## src/rtl/conv_25_ctrl_pkg.sv

```systemverilog
// conv_25_ctrl_pkg: shared constants, state encoding and address helper for the 25-tap conv sequencer
package conv_25_ctrl_pkg;
  localparam int TAPS = 25;
  localparam int ADDR_W = 16;
  localparam int DEF_MEM_LAT = 1;
  localparam int DEF_PIPE_LAT = 1;
  typedef logic [ADDR_W-1:0] addr_t;
  typedef enum logic [2:0] {IDLE, LOAD_W, CLEAR, STREAM, DRAIN, DONE} state_t;
  function automatic addr_t to_addr(input int v);
    return addr_t'(v);
  endfunction
endpackage

```

## src/rtl/conv_25_ctrl_delay.sv

```systemverilog
// conv_25_ctrl_delay: sync-reset shift pipe aligning strobes and addresses with datapath latency
module conv_25_ctrl_delay #(
  parameter int DEPTH = 1,
  parameter int WIDTH = 1
) (
  input  logic             clk,
  input  logic             rst,
  input  logic [WIDTH-1:0] d,
  output logic [WIDTH-1:0] q
);
  logic [DEPTH-1:0][WIDTH-1:0] pipe;
  generate
    if (DEPTH == 1) begin : g_one
      always_ff @(posedge clk) pipe <= rst ? '0 : d;
    end else begin : g_many
      always_ff @(posedge clk) pipe <= rst ? '0 : {pipe[DEPTH-2:0], d};
    end
  endgenerate
  assign q = pipe[DEPTH-1];
endmodule

```

## src/rtl/conv_25_ctrl.sv

```systemverilog
// conv_25_ctrl: job sequencer loading weights, clearing sums, streaming samples and writing results for the 25-tap chain
module conv_25_ctrl
  import conv_25_ctrl_pkg::*;
#(
  parameter int MEM_LAT  = DEF_MEM_LAT,
  parameter int PIPE_LAT = DEF_PIPE_LAT
) (
  input  logic              clk,
  input  logic              rst,
  input  logic              start,
  input  logic [ADDR_W-1:0] cfg_len,
  input  logic [ADDR_W-1:0] cfg_wbase,
  input  logic [ADDR_W-1:0] cfg_dbase,
  input  logic [ADDR_W-1:0] cfg_obase,
  output logic              busy,
  output logic              done,
  output logic              err,
  output logic              w_rd,
  output logic [ADDR_W-1:0] w_addr,
  output logic              d_rd,
  output logic [ADDR_W-1:0] d_addr,
  output logic              conv_w_en,
  output logic              conv_z_en,
  output logic              o_we,
  output logic [ADDR_W-1:0] o_addr
);
  state_t state, next;
  logic [ADDR_W-1:0] cnt, len_m1, wbase, dbase, obase, oaddr_src;
  logic cnt_last, short_job, we_src;
  logic [ADDR_W:0] o_pipe;
  assign short_job = cfg_len < to_addr(TAPS);
  always_ff @(posedge clk) begin
    if (rst) begin
      state <= IDLE;
      cnt <= '0;
      len_m1 <= '0;
      wbase <= '0;
      dbase <= '0;
      obase <= '0;
      err <= 1'b0;
    end else begin
      state <= next;
      cnt <= (state == IDLE || state != next) ? '0 : cnt + 1'b1;
      if (state == IDLE && start) begin
        len_m1 <= cfg_len - 1'b1;
        wbase <= cfg_wbase;
        dbase <= cfg_dbase;
        obase <= cfg_obase;
        err <= short_job;
      end
    end
  end
  // CLEAR lasts MEM_LAT+1 cycles so z_en follows the last delayed w_en
  always_comb begin
    cnt_last = (state == LOAD_W) ? cnt == to_addr(TAPS - 1) :
               (state == CLEAR)  ? cnt == to_addr(MEM_LAT) :
               (state == STREAM) ? cnt == len_m1 :
               (state == DRAIN)  ? cnt == to_addr(MEM_LAT + PIPE_LAT - 1) : 1'b0;
  end
  always_comb begin
    next = state;
    unique case (state)
      IDLE:    next = start ? (short_job ? DONE : LOAD_W) : IDLE;
      LOAD_W:  next = cnt_last ? CLEAR : LOAD_W;
      CLEAR:   next = cnt_last ? STREAM : CLEAR;
      STREAM:  next = cnt_last ? DRAIN : STREAM;
      DRAIN:   next = cnt_last ? DONE : DRAIN;
      DONE:    next = IDLE;
      default: next = IDLE;
    endcase
  end
  always_comb begin
    busy = state != IDLE;
    done = state == DONE;
    w_rd = state == LOAD_W;
    d_rd = state == STREAM;
    conv_z_en = state == CLEAR && cnt_last;
    w_addr = w_rd ? wbase + cnt : '0;
    d_addr = d_rd ? dbase + cnt : '0;
    we_src = d_rd && cnt >= to_addr(TAPS - 1);
    oaddr_src = we_src ? obase + cnt - to_addr(TAPS - 1) : '0;
  end
  conv_25_ctrl_delay #(.DEPTH(MEM_LAT), .WIDTH(1)) u_wen (
    .clk(clk),
    .rst(rst),
    .d(w_rd),
    .q(conv_w_en)
  );
  conv_25_ctrl_delay #(.DEPTH(MEM_LAT + PIPE_LAT), .WIDTH(ADDR_W + 1)) u_out (
    .clk(clk),
    .rst(rst),
    .d({we_src, oaddr_src}),
    .q(o_pipe)
  );
  assign {o_we, o_addr} = o_pipe;
endmodule
```

## config.mk

```make
export PLATFORM = sky130hd
export DESIGN_NAME = conv_25_ctrl
export DESIGN_NICKNAME = d
export VERILOG_FILES = /design/src/rtl/conv_25_ctrl_pkg.sv /design/src/rtl/conv_25_ctrl_delay.sv /design/src/rtl/conv_25_ctrl.sv
export SDC_FILE = /design/constraint.sdc
export NUM_CORES = 1
export LEC_CHECK = 0
export ABC_AREA = 1
export CAP_MARGIN = 20
export CORE_ASPECT_RATIO = 0.7
export CORE_MARGIN = 3
export CORE_UTILIZATION = 30
export DETAILED_ROUTE_END_ITERATION = 10
export SLEW_MARGIN = 20
export SYNTH_ARGS = -nofsm -noshare
export SYNTH_HDL_FRONTEND = slang
export SYNTH_SLANG_ARGS = --single-unit
```

## constraint.sdc

```tcl
create_clock -name clk -period 2.35 [get_ports clk]
set_input_delay 0.47 -clock clk [delete_from_list [all_inputs] [get_ports clk]]
set_output_delay 0.47 -clock clk [all_outputs]
set_load 0.1 [all_outputs]
```

==> run_results.csv, run 1 <==
group,metric,value,unit
outcome,status,"complete, but fails checks",
outcome,violations,"negative setup slack",
global_routing,globalRouteMet1Util,27.11,%
global_routing,grt_use_met2,28.29,%
drt,drt_iter0_markers,442,
finish,area_delta_synth_final,67.06,%
drt,detail_route.first_pass.iterations,5,
finish,num-nets-final,1464,
drt,routedWlPerCell,15.28,um
global_routing,number_of_antenna_violations_at_the_first_check_in_global_routing,0,
critical_path,critPathCaptureType,"output pin",
place,numPlacedInstances,1596,
pwr,p_leak,5.362,nW
critical_path,crit_path_cells,"ha_1 > a21oi_2 > o21ai_1 > nand2_1 > o2111ai_4 > o21ai_2 > a21oi_4 > buf_12",
cts,cts.root.buffer_cell,"sky130_fd_sc_hd__clkbuf_16",
critical_path,critical_path.startpoint_type,"flip-flop",
place,pre_cts_slack,-0.1359,ns
place,globalplace.congestion,0.8844,
timing,final.setup.tns,-8.864,ns
pwr,power_density,517.2,nW/um^2
timing,finalHoldViolCount,0,
yosys,synth_area,7438,sq um
pwr,p_sw,1.895,mW
place,place.detailed.hpwl,18590,um
drt,routed_wire_length,25400,um
timing,clock_skew,0.01053,ns
global_routing,grt_pass1_vias,7577,
job,max_cap_violations,0,
timing,period_needed,2.869,ns
critical_path,critical-path-top-delay-family,"compound AO/OA/AOI/OAI gates",
worst_hold_path,min_path_type,"flip-flop to flip-flop",
cts,clock_insertion_delay_worst_skew,0.42,ns
global_routing,track_usage,18.62,%
critical_path,cpPeakStageDelay,0.37,ns
cts,number_of_h_tree_levels,4,
floorplan,chipHeight,137.7,um
drt,detailroute.via_count,7835,
critical_path,cp.required,1.88,ns
timing,worst_slew_pin_slew,0.4754,ns
cts,path_clk_slew,0.05,ns
yosys,post_synthesis_cell_type_with_the_largest_combined_area,"sky130_fd_sc_hd__dfxtp_1",
finish,final_common_cell,"sky130_fd_sc_hd__nor2_1",
yosys,postSynthNetCount,1224,
finish,antenna_cells,0,
critical_path,arrival,2.40,ns
yosys,netlist_instances,1091,
cts,cts_buffers,17,
pwr,p_clk_share,44.5,%
timing,relSlewSlack,68.26,%
timing,fmax,348.5,MHz
critical_path,crit_fanout,4,
finish,drive_above_1_share,35.64,%
timing,grt_setup_unrepaired,"yes",
place,port-buffer-count,122,
global_routing,grt.busiest_layer,"met2",
finish,area.sequential,2449,sq um
cts,count_of_hold_fix_buffers_inserted_at_cts,0,
pwr,peakVddDrop,0.4853,mV
cts,tritoncts_clock_tree,"yes",
floorplan,core_region_area,23990,sq um
yosys,netlist_top_cells_area,"sky130_fd_sc_hd__dfxtp_1 (32%), sky130_fd_sc_hd__ha_1 (11%), sky130_fd_sc_hd__nor2_1 (9.6%)",
yosys,part_of_the_yosys_area_used_for_sequential_elements,32.03,%
pwr,p_seq_share,34.1,%
yosys,postSynthRegisterBits,119,
floorplan,floorplan.rows,47,
drt,average_via_count_per_standard_cell,4.714,
floorplan,die_area,26750,sq um
global_routing,grt_pass1_wl,39710,um
global_routing,grt_remaining_overflow,0,
finish,mostFrequentLayoutCells,"sky130_fd_sc_hd__nor2_1 (163), sky130_fd_sc_hd__inv_1 (145), sky130_fd_sc_hd__buf_4 (129), sky130_fd_sc_hd__nand2_1 (122), sky130_fd_sc_hd__dfxtp_1 (94)",
drt,route.antenna.remaining_nets,0,
timing,final_max_slew_viol_count,0,
critical_path,critical_path.n_buffers_inverters,1,
drt,remaining_design_rule_violation_count,0,
timing,period_share,122.1,%
pwr,combinational_group_share_of_total_power,21.4,%
floorplan,floorplan.initialDensity,31.00,%
finish,area_of_the_multi_input_gates,5543,sq um
cts,cts_buffer_depth,2,
yosys,syn_area_per_cell,6.818,sq um
timing,timing.final.ws_setup,-0.5193,ns
finish,count_of_filler_cells_inserted_in_the_layout,2158,
floorplan,floorplan.die.width,194.2,um
timing,final_setup_viols,26,
yosys,synth_warnings,0,
pwr,cell_internal_pwr,4.532,mW
global_routing,largest_net_degree_at_the_start_of_global_routing,36,
yosys,synth.top_cell.area_share,32.03,%
pwr,power_switching_share,29.48,%
finish,stdcell_count,1662,
critical_path,crit_type,"flip-flop to output pin",
cts,clock_sinks,119,
critical_path,critical-path-slowest-cell,"sky130_fd_sc_hd__ha_1",
yosys,synth.distinct_cells,38,
global_routing,met3_track_utilization_from_global_routing,3.642,%
floorplan,floorplan.io_pins,123,
[cell usage after synthesis (all sizes together)]
library cell    n
ha             63
xor2           19
o2111ai         3
nor2          204
nand4           6
o31ai           1
clkbuf         23
a211oi          5
buf            20
fa              3
xnor2           6
nor3           15
o21a            7
dfxtp         119
a21oi          92
a31oi           6
o21bai          8
a21boi          6
o211ai          4
clkinv          1
or2             4
o21ai         107
nand2         150
inv           164
nand3          50
a21o            5
[worst register-to-register path, stage by stage (launching register included)]
cell                       delay, ns
sky130_fd_sc_hd__dfxtp_4        0.39
sky130_fd_sc_hd__buf_4          0.15
sky130_fd_sc_hd__ha_1           0.29
sky130_fd_sc_hd__ha_1           0.23
sky130_fd_sc_hd__fa_1           0.41
sky130_fd_sc_hd__buf_4          0.16
sky130_fd_sc_hd__a21oi_1        0.18
sky130_fd_sc_hd__o21bai_1       0.10
sky130_fd_sc_hd__a21oi_1        0.13
sky130_fd_sc_hd__o21a_1         0.15
[kinds of logic after synthesis]
| family | Yosys count | synth area share [%] |
|---|---|---|
| AND/OR/NAND/NOR | 429 | 24.21 |
| AO/OA/AOI/OAI | 244 | 17.93 |
| buffers and inverters | 208 | 11.49 |
| flip-flops | 119 | 32.03 |
| adder cells (fa/ha/maj) | 66 | 11.40 |
| XOR/XNOR | 25 | 2.944 |
[final timing paths]
| kind | end | depth (start not counted) | from | slack, ns |
|---|---|---|---|---|
| min reg2reg | u_out.q[4] | 2 | u_out.pipe[4] | 0.40 |
| max reg2reg | u_out.pipe[9] | 9 | cnt[1] | 0.10 |
| max | w_addr[12] | 8 | cnt[7] | -0.52 |
| min | u_out.q[4] | 2 | u_out.pipe[4] | 0.40 |
[sequential cells by signal, summed over array words and instances, names as in the netlist]
| signal | count |
|---|---|
| cnt | 16 |
| dbase | 16 |
| err | 1 |
| len_m1 | 16 |
| obase | 16 |
| state | 3 |
| u_out.pipe | 17 |
| u_out.q | 17 |
| u_wen.q | 1 |
| wbase | 16 |
[layer usage]
layer / vias up / part of all wire, % / routed length, um
li1: 4002 / - / -
met1: 3598 / 51 / 12840
met2: 204 / 43 / 10830
met3: 31 / 5.4 / 1368
met4: 0 / 1.5 / 369
met5: - / 0 / 0
[per-stage QoR]
step / hold slack, ns / power, mW / utilization (%) / cell area (sq um)
floorplan: 0.3883 / 2.951 / - / 7925
global placement: 0.3930 / 3.427 / 43.60 / 10460
detailed placement: 0.3920 / 3.435 / 43.60 / 10460
CTS: 0.3996 / 6.377 / 49.94 / 11980
global route: 0.4120 / 6.694 / 51.79 / 12430
finish: 0.3988 / 6.427 / 51.79 / 12430
[area by class of cell]
type | instances | share of cell area [%]
timing repair buffer | 263 | 22.09
tap | 318 | 3.202
multi-input combinational | 764 | 44.60
timing repair inverter | 1 | 0.06041
inverter | 165 | 5.135
clock inverter | 13 | 1.561
clock buffer | 19 | 3.645
sequential | 119 | 19.70
[timing repair]
| action | in CTS | in global routing |
|---|---|---|
| hold endpoints to repair | 0 | 0 |
| resized for setup | 169 | 92 |
| pin swaps | 54 | 46 |
| cloned | 1 | 0 |
| setup buffers | 32 | 11 |
| setup endpoints to repair | 32 | 55 |
[power by group through the flow]
stage | registers (mW) | logic, mW | clock network (mW)
floorplan | 2.22 | 0.735 | 0
global placement | 2.23 | 1.19 | 0
detailed placement | 2.23 | 1.20 | 0
CTS | 2.19 | 1.29 | 2.89
global route | 2.20 | 1.51 | 2.98
finish | 2.19 | 1.38 | 2.86
No activity file was read; power rests on OpenSTA's default activity.
==> run 2: changes to the inputs <==
MAX_ROUTING_LAYER = met4   (was unset)
clock period = 3.2 ns   (was 2.35 ns; I/O delays follow)
==> run_results.csv, run 2 (synthesized netlist as in run 1, its figures left out) <==
group,metric,value,unit
critical_path,critPathCaptureType,"output pin",
drt,routedWlPerCell,15.33,um
pwr,p_clk_share,47.2,%
floorplan,floorplan.io_pins,123,
cts,clock_insertion_delay_worst_skew,0.42,ns
place,dpl-instance-area,9348,sq um
critical_path,cpPeakStageDelay,0.36,ns
drt,detail_route.first_pass.iterations,5,
cts,cts_buffer_depth,2,
worst_hold_path,min_path_type,"flip-flop to flip-flop",
global_routing,track_usage,18.25,%
global_routing,largest_net_degree_at_the_start_of_global_routing,64,
timing,grt_setup_unrepaired,"yes",
pwr,p_leak,4.569,nW
floorplan,core_region_area,23990,sq um
pwr,power_switching_share,27.45,%
pwr,power_density,446.3,nW/um^2
finish,final_common_cell,"sky130_fd_sc_hd__nor2_1",
finish,antenna_cells,0,
cts,cts.root.buffer_cell,"sky130_fd_sc_hd__clkbuf_16",
finish,area.sequential,2402,sq um
pwr,cell_internal_pwr,3.316,mW
finish,fin_util,42.68,%
pwr,p_seq_share,35.3,%
critical_path,cp.required,2.56,ns
critical_path,crit_path_cells,"ha_2 > fa_2 > nand3_1 > nand3_1 > a21boi_2 > o21ai_2 > a21oi_2 > o21ai_2 > nor2_4 > buf_12",
finish,count_of_filler_cells_inserted_in_the_layout,2466,
finish,mostFrequentLayoutCells,"sky130_fd_sc_hd__nor2_1 (176), sky130_fd_sc_hd__inv_1 (154), sky130_fd_sc_hd__nand2_1 (149), sky130_fd_sc_hd__dfxtp_1 (107), sky130_fd_sc_hd__o21ai_0 (96)",
finish,num-nets-final,1348,
timing,period_needed,3.116,ns
place,globalplace.congestion,0.9444,
floorplan,die_area,26750,sq um
timing,worst_slew_pin_slew,0.7867,ns
timing,fmax,320.9,MHz
global_routing,grt_pass1_vias,6758,
floorplan,floorplan.die.width,194.2,um
cts,tritoncts_clock_tree,"yes",
place,port-buffer-count,122,
pwr,combinational_group_share_of_total_power,17.5,%
drt,average_via_count_per_standard_cell,4.722,
critical_path,crit_type,"flip-flop to output pin",
finish,drive_above_1_share,17.28,%
cts,path_clk_slew,0.06,ns
critical_path,critical-path-slowest-cell,"sky130_fd_sc_hd__dfxtp_2",
finish,fin_area,10240,sq um
critical_path,critical_path.startpoint_type,"flip-flop",
place,place.detailed.hpwl,18190,um
global_routing,grt_remaining_overflow,0,
global_routing,number_of_antenna_violations_at_the_first_check_in_global_routing,0,
drt,remaining_design_rule_violation_count,0,
finish,area_delta_synth_final,37.66,%
timing,relSlewSlack,47.48,%
cts,clock_sinks,119,
job,max_cap_violations,0,
floorplan,floorplan.rows,47,
critical_path,crit_fanout,6,
outcome,status,"complete, no violations",
cts,cts_buffers,17,
critical_path,arrival,2.48,ns
timing,final_max_slew_viol_count,0,
timing,finalHoldViolCount,0,
drt,routed_wire_length,23680,um
timing,clock_skew,0.009736,ns
pwr,p_sw,1.254,mW
finish,area_of_the_multi_input_gates,4488,sq um
timing,final_setup_viols,0,
floorplan,floorplan.initialDensity,31.00,%
timing,period_share,97.37,%
global_routing,grt_pass1_wl,36980,um
cts,number_of_h_tree_levels,4,
floorplan,chipHeight,137.7,um
cts,count_of_hold_fix_buffers_inserted_at_cts,0,
pwr,peakVddDrop,0.3869,mV
drt,drt_iter0_markers,553,
drt,route.antenna.remaining_nets,0,
drt,detailroute.via_count,7295,
## run 2: changes by cell type in the layout (fill, tap and decap cells not counted), moves of 19 or more
cell / before / now
sky130_fd_sc_hd__a21oi_1: 52 / 76
sky130_fd_sc_hd__buf_4: 129 / 50
sky130_fd_sc_hd__buf_6: 28 / 0
sky130_fd_sc_hd__ha_1: 36 / 55
sky130_fd_sc_hd__ha_4: 24 / 5
sky130_fd_sc_hd__nand2_1: 122 / 149
sky130_fd_sc_hd__nand2_2: 23 / 1
## run 2: area by class of cell
class / count / share of cell area, %
Clock inverter: 8 / 1.637
Timing Repair Buffer: 148 / 16.37
Multi-Input combinational cell: 764 / 43.83
Tap cell: 318 / 3.886
Inverter: 165 / 6.048
Clock buffer: 23 / 4.765
Sequential cell: 119 / 23.46
## run 2: layer usage
| metal | track usage [%] | wire [um] | vias to the layer above |
|---|---|---|---|
| li1 | - | - | 3764 |
| met1 | 28.09 | 13120 | 3340 |
| met2 | 24.29 | 9215 | 178 |
| met3 | 3.422 | 1175 | 13 |
| met4 | 3.786 | 170 | 0 |
| met5 | - | 0 | - |
## run 2: worst paths after layout
check / startpoint / end / slack (ns) / cells after the start
worst max-delay path: cnt[0] / d_addr[10] / 0.08 / 10
worst min-delay path: u_out.pipe[7] / u_out.q[7] / 0.40 / 2
worst max register to register: cnt[10] / u_out.pipe[15] / 0.74 / 11
worst min register to register: u_out.pipe[7] / u_out.q[7] / 0.40 / 2
## run 2: what timing repair did
item                                   in CTS  in global routing
endpoints found under the hold margin       0                  0
pin swaps                                   4                 11
setup endpoints to repair                  13                 16
gates resized for setup                    23                 39
buffers inserted                            3                  2
## run 2: critical path: cells and delay by family, from the launching register on
kind                     cells  cell delay (ns)
AO/OA/AOI/OAI                4             0.62
buffers and inverters        1             0.18
AND/OR/NAND/NOR              3             0.34
adder cells (fa/ha/maj)      2             0.55
flip-flops                   1             0.36
## run 2: metrics by stage
step | hold slack (ns) | setup TNS, ns | worst slack (ns) | cells | power (mW)
3_3_place_gp | 0.3984 | 0 | 0.07260 | 1509 | 2.414
4_1_cts | 0.4077 | -0.05284 | -0.04409 | 1543 | 4.606
5_1_grt | 0.4214 | -0.07832 | -0.03556 | 1545 | 4.793
3_5_place_dp | 0.3962 | 0 | 0.05275 | 1509 | 2.418
6_report | 0.4023 | 0 | 0.08419 | 1545 | 4.570
2_1_floorplan | 0.3883 | -0.01375 | -0.01375 | 1091 | 2.136
## run 2: power by group through the flow
stage	clock (mW)	combinational (mW)	sequential, mW
2_1_floorplan	0	0.513	1.62
3_3_place_gp	0	0.773	1.64
3_5_place_dp	0	0.776	1.64
4_1_cts	2.21	0.787	1.61
5_1_grt	2.28	0.892	1.62
6_report	2.16	0.798	1.61
==> run 3: changes to the inputs <==
ABC_AREA = unset   (was 1)
CORE_ASPECT_RATIO = 1.2   (was 0.7)
==> run_results.csv, run 3 <==
group,metric,value,unit
yosys,post_synthesis_cell_type_with_the_largest_combined_area,"sky130_fd_sc_hd__dfxtp_1",
timing,fmax,308.8,MHz
drt,average_via_count_per_standard_cell,4.853,
place,port-buffer-count,122,
critical_path,crit_fanout,3,
finish,antenna_cells,0,
place,place.detailed.hpwl,15750,um
place,numPlacedInstances,1315,
yosys,postSynthRegisterBits,119,
cts,cts_buffer_depth,2,
yosys,synth-edff-count,0,
yosys,synth.distinct_cells,63,
critical_path,r2r_setup_slack,0.50,ns
floorplan,die_area,26300,sq um
floorplan,floorplan.initialDensity,31.01,%
pwr,peakVddDrop,0.2280,mV
critical_path,cpPeakStageDelay,0.37,ns
cts,cts.root.buffer_cell,"sky130_fd_sc_hd__clkbuf_16",
drt,drt_iter0_markers,363,
critical_path,worst-r2r-cell-count,10,
cts,clock_insertion_delay_worst_skew,0.43,ns
timing,grt_setup_unrepaired,"yes",
critical_path,cp.required,2.56,ns
floorplan,floorplan.die.width,148.5,um
timing,finalHoldViolCount,0,
finish,fin_util,42.72,%
timing,timing.final.ws_setup,-0.03808,ns
drt,routedWlPerCell,15.73,um
critical_path,crit_path_cells,"ha_4 > fa_2 > and3_4 > o21ai_4 > a21oi_2 > o41a_1 > o21ai_1 > nor3b_4 > buf_12",
place,globalplace.congestion,0.8736,
drt,detail_route.first_pass.iterations,5,
timing,clock_skew,0.008277,ns
finish,drive_above_1_share,20.33,%
critical_path,crit_type,"flip-flop to output pin",
critical_path,critical-path-slowest-cell,"sky130_fd_sc_hd__dfxtp_4",
yosys,synth_area,7315,sq um
critical_path,arrival,2.60,ns
yosys,synth.top_cell.area_share,32.57,%
global_routing,grt_pass1_vias,6468,
critical_path,critical_path.startpoint_type,"flip-flop",
pwr,power,4.161,mW
finish,num-nets-final,1158,
floorplan,floorplan.io_pins,123,
cts,cts_buffers,17,
outcome,status,"complete, but fails checks",
drt,remaining_design_rule_violation_count,0,
floorplan,core_region_area,23580,sq um
cts,path_clk_slew,0.06,ns
critical_path,r2r_start,"cnt[1]",
global_routing,track_usage,16.44,%
timing,period_share,101.2,%
critical_path,critical_path_depth,9,
cts,count_of_hold_fix_buffers_inserted_at_cts,0,
drt,route.antenna.remaining_nets,0,
drt,detailroute.via_count,6566,
critical_path,critical_path.reg2reg.endpoint,"u_out.pipe[13]",
global_routing,grt_pass1_wl,33370,um
yosys,synth_warnings,0,
yosys,asyncSetResetFlopFracSynth,0,%
finish,count_of_filler_cells_inserted_in_the_layout,2315,
cts,number_of_h_tree_levels,4,
yosys,top_ff_cell_synth,"sky130_fd_sc_hd__dfxtp_1",
critical_path,critical_path.n_buffers_inverters,1,
yosys,syn_area_per_cell,8.047,sq um
timing,final.setup.tns,-0.03808,ns
global_routing,largest_net_degree_at_the_start_of_global_routing,81,
timing,worst_slew_pin_slew,0.8110,ns
critical_path,worstSetupEndpoint,"d_addr[14]",
critical_path,critPathCaptureType,"output pin",
pwr,p_leak,4.037,nW
yosys,netlist_top_cells_area,"sky130_fd_sc_hd__dfxtp_1 (33%), sky130_fd_sc_hd__ha_1 (11%), sky130_fd_sc_hd__nand2_1 (6.6%)",
timing,period_needed,3.238,ns
outcome,violations,"negative setup slack",
yosys,netlist_instances,909,
finish,mostFrequentLayoutCells,"sky130_fd_sc_hd__nand2_1 (126), sky130_fd_sc_hd__dfxtp_1 (110), sky130_fd_sc_hd__a21oi_1 (73), sky130_fd_sc_hd__nor2_1 (65), sky130_fd_sc_hd__clkdlybuf4s50_1 (65)",
cts,clock_sinks,119,
critical_path,startpoint,"cnt[0]",
yosys,postSynthNetCount,1042,
floorplan,chipHeight,177.1,um
yosys,synth_common_cells,"sky130_fd_sc_hd__nand2_1 (128), sky130_fd_sc_hd__dfxtp_1 (119), sky130_fd_sc_hd__nor2_1 (85)",
finish,final_common_cell,"sky130_fd_sc_hd__nand2_1",
worst_hold_path,min_path_type,"flip-flop to flip-flop",
pwr,power_density,413.0,nW/um^2
finish,area_delta_synth_final,37.75,%
timing,relSlewSlack,45.94,%
global_routing,number_of_antenna_violations_at_the_first_check_in_global_routing,0,
critical_path,critical-path-top-delay-family,"compound AO/OA/AOI/OAI gates",
finish,area_of_the_multi_input_gates,4768,sq um
job,max_cap_violations,0,
yosys,part_of_the_yosys_area_used_for_sequential_elements,32.57,%
timing,final_max_slew_viol_count,0,
timing,final_setup_viols,1,
cts,tritoncts_clock_tree,"yes",
finish,stdcell_count,1353,
finish,area.sequential,2401,sq um
yosys,yosysMostFrequentCell,"sky130_fd_sc_hd__nand2_1",
global_routing,grt_remaining_overflow,0,
drt,routed_wire_length,21280,um
floorplan,floorplan.rows,61,
==> run 3: through the flow <==
step	setup slack [ns]	hold WS (ns)	instance area (sq um)
after global placement	0.1073	0.4286	9173
final	-0.03808	0.4322	10080
after global routing	-0.1282	0.4517	10080
after CTS	-0.02945	0.4353	9976
after floorplan	-0.2684	0.4138	7433
after detailed placement	0.1038	0.4247	9173
==> run 3: repair_timing <==
action                                 in CTS  in global routing
setup buffers                               4                  3
resized for setup                          39                 21
cloned                                      0                  0
setup endpoints to repair                  15                 11
endpoints found under the hold margin       0                  0
pin swaps                                  13                 14
==> run 3: cells by family after synthesis <==
group / count (synthesis) / synth area share [%]
AOI/OAI and AO/OA: 195 / 16.85
xor gates and xnor gates: 74 / 8.861
and+or+nand+nor: 343 / 22.87
buffers and inverters: 112 / 7.253
adders and majority gates: 66 / 11.60
DFF: 119 / 32.57
==> run 3: worst min-delay path by stage <==
stage	start	depth (start not counted)	end
2_1_floorplan	u_out.pipe[0]	1	u_out.q[0]
3_3_place_gp	u_out.pipe[3]	1	u_out.q[3]
3_5_place_dp	u_out.pipe[2]	1	u_out.q[2]
4_1_cts	u_out.pipe[2]	1	u_out.q[2]
5_1_grt	u_out.pipe[5]	1	u_out.q[5]
6_report	u_out.pipe[2]	1	u_out.q[2]
==> run 3: layer usage <==
layer  GRT usage (%)  vias to the layer above  part of all wire [%]
met5               -                        -                     0
met4           5.429                        0                   2.1
met3           2.561                       25                   3.5
met2           28.97                      116                    52
met1           19.07                     3090                    42
li1                -                     3335                     -
==> run 3: final cells by class <==
| type | instances | share of cell area (%) |
|---|---|---|
| clock buffers | 17 | 4.222 |
| clock inverters | 15 | 1.540 |
| inverters | 59 | 2.198 |
| multi-input cells | 678 | 47.32 |
| flip-flops and latches | 119 | 23.83 |
| well taps | 315 | 3.912 |
| repair buffers | 150 | 16.98 |
==> run 3: where the power goes <==
part           leakage [nW]  internal, mW  switching (mW)  total [mW]
Sequential            0.976          1.54          0.0450        1.58
Combinational          2.78         0.287           0.391       0.678
Clock                 0.281          1.10           0.800        1.90
Total                  4.04          2.93            1.24        4.16
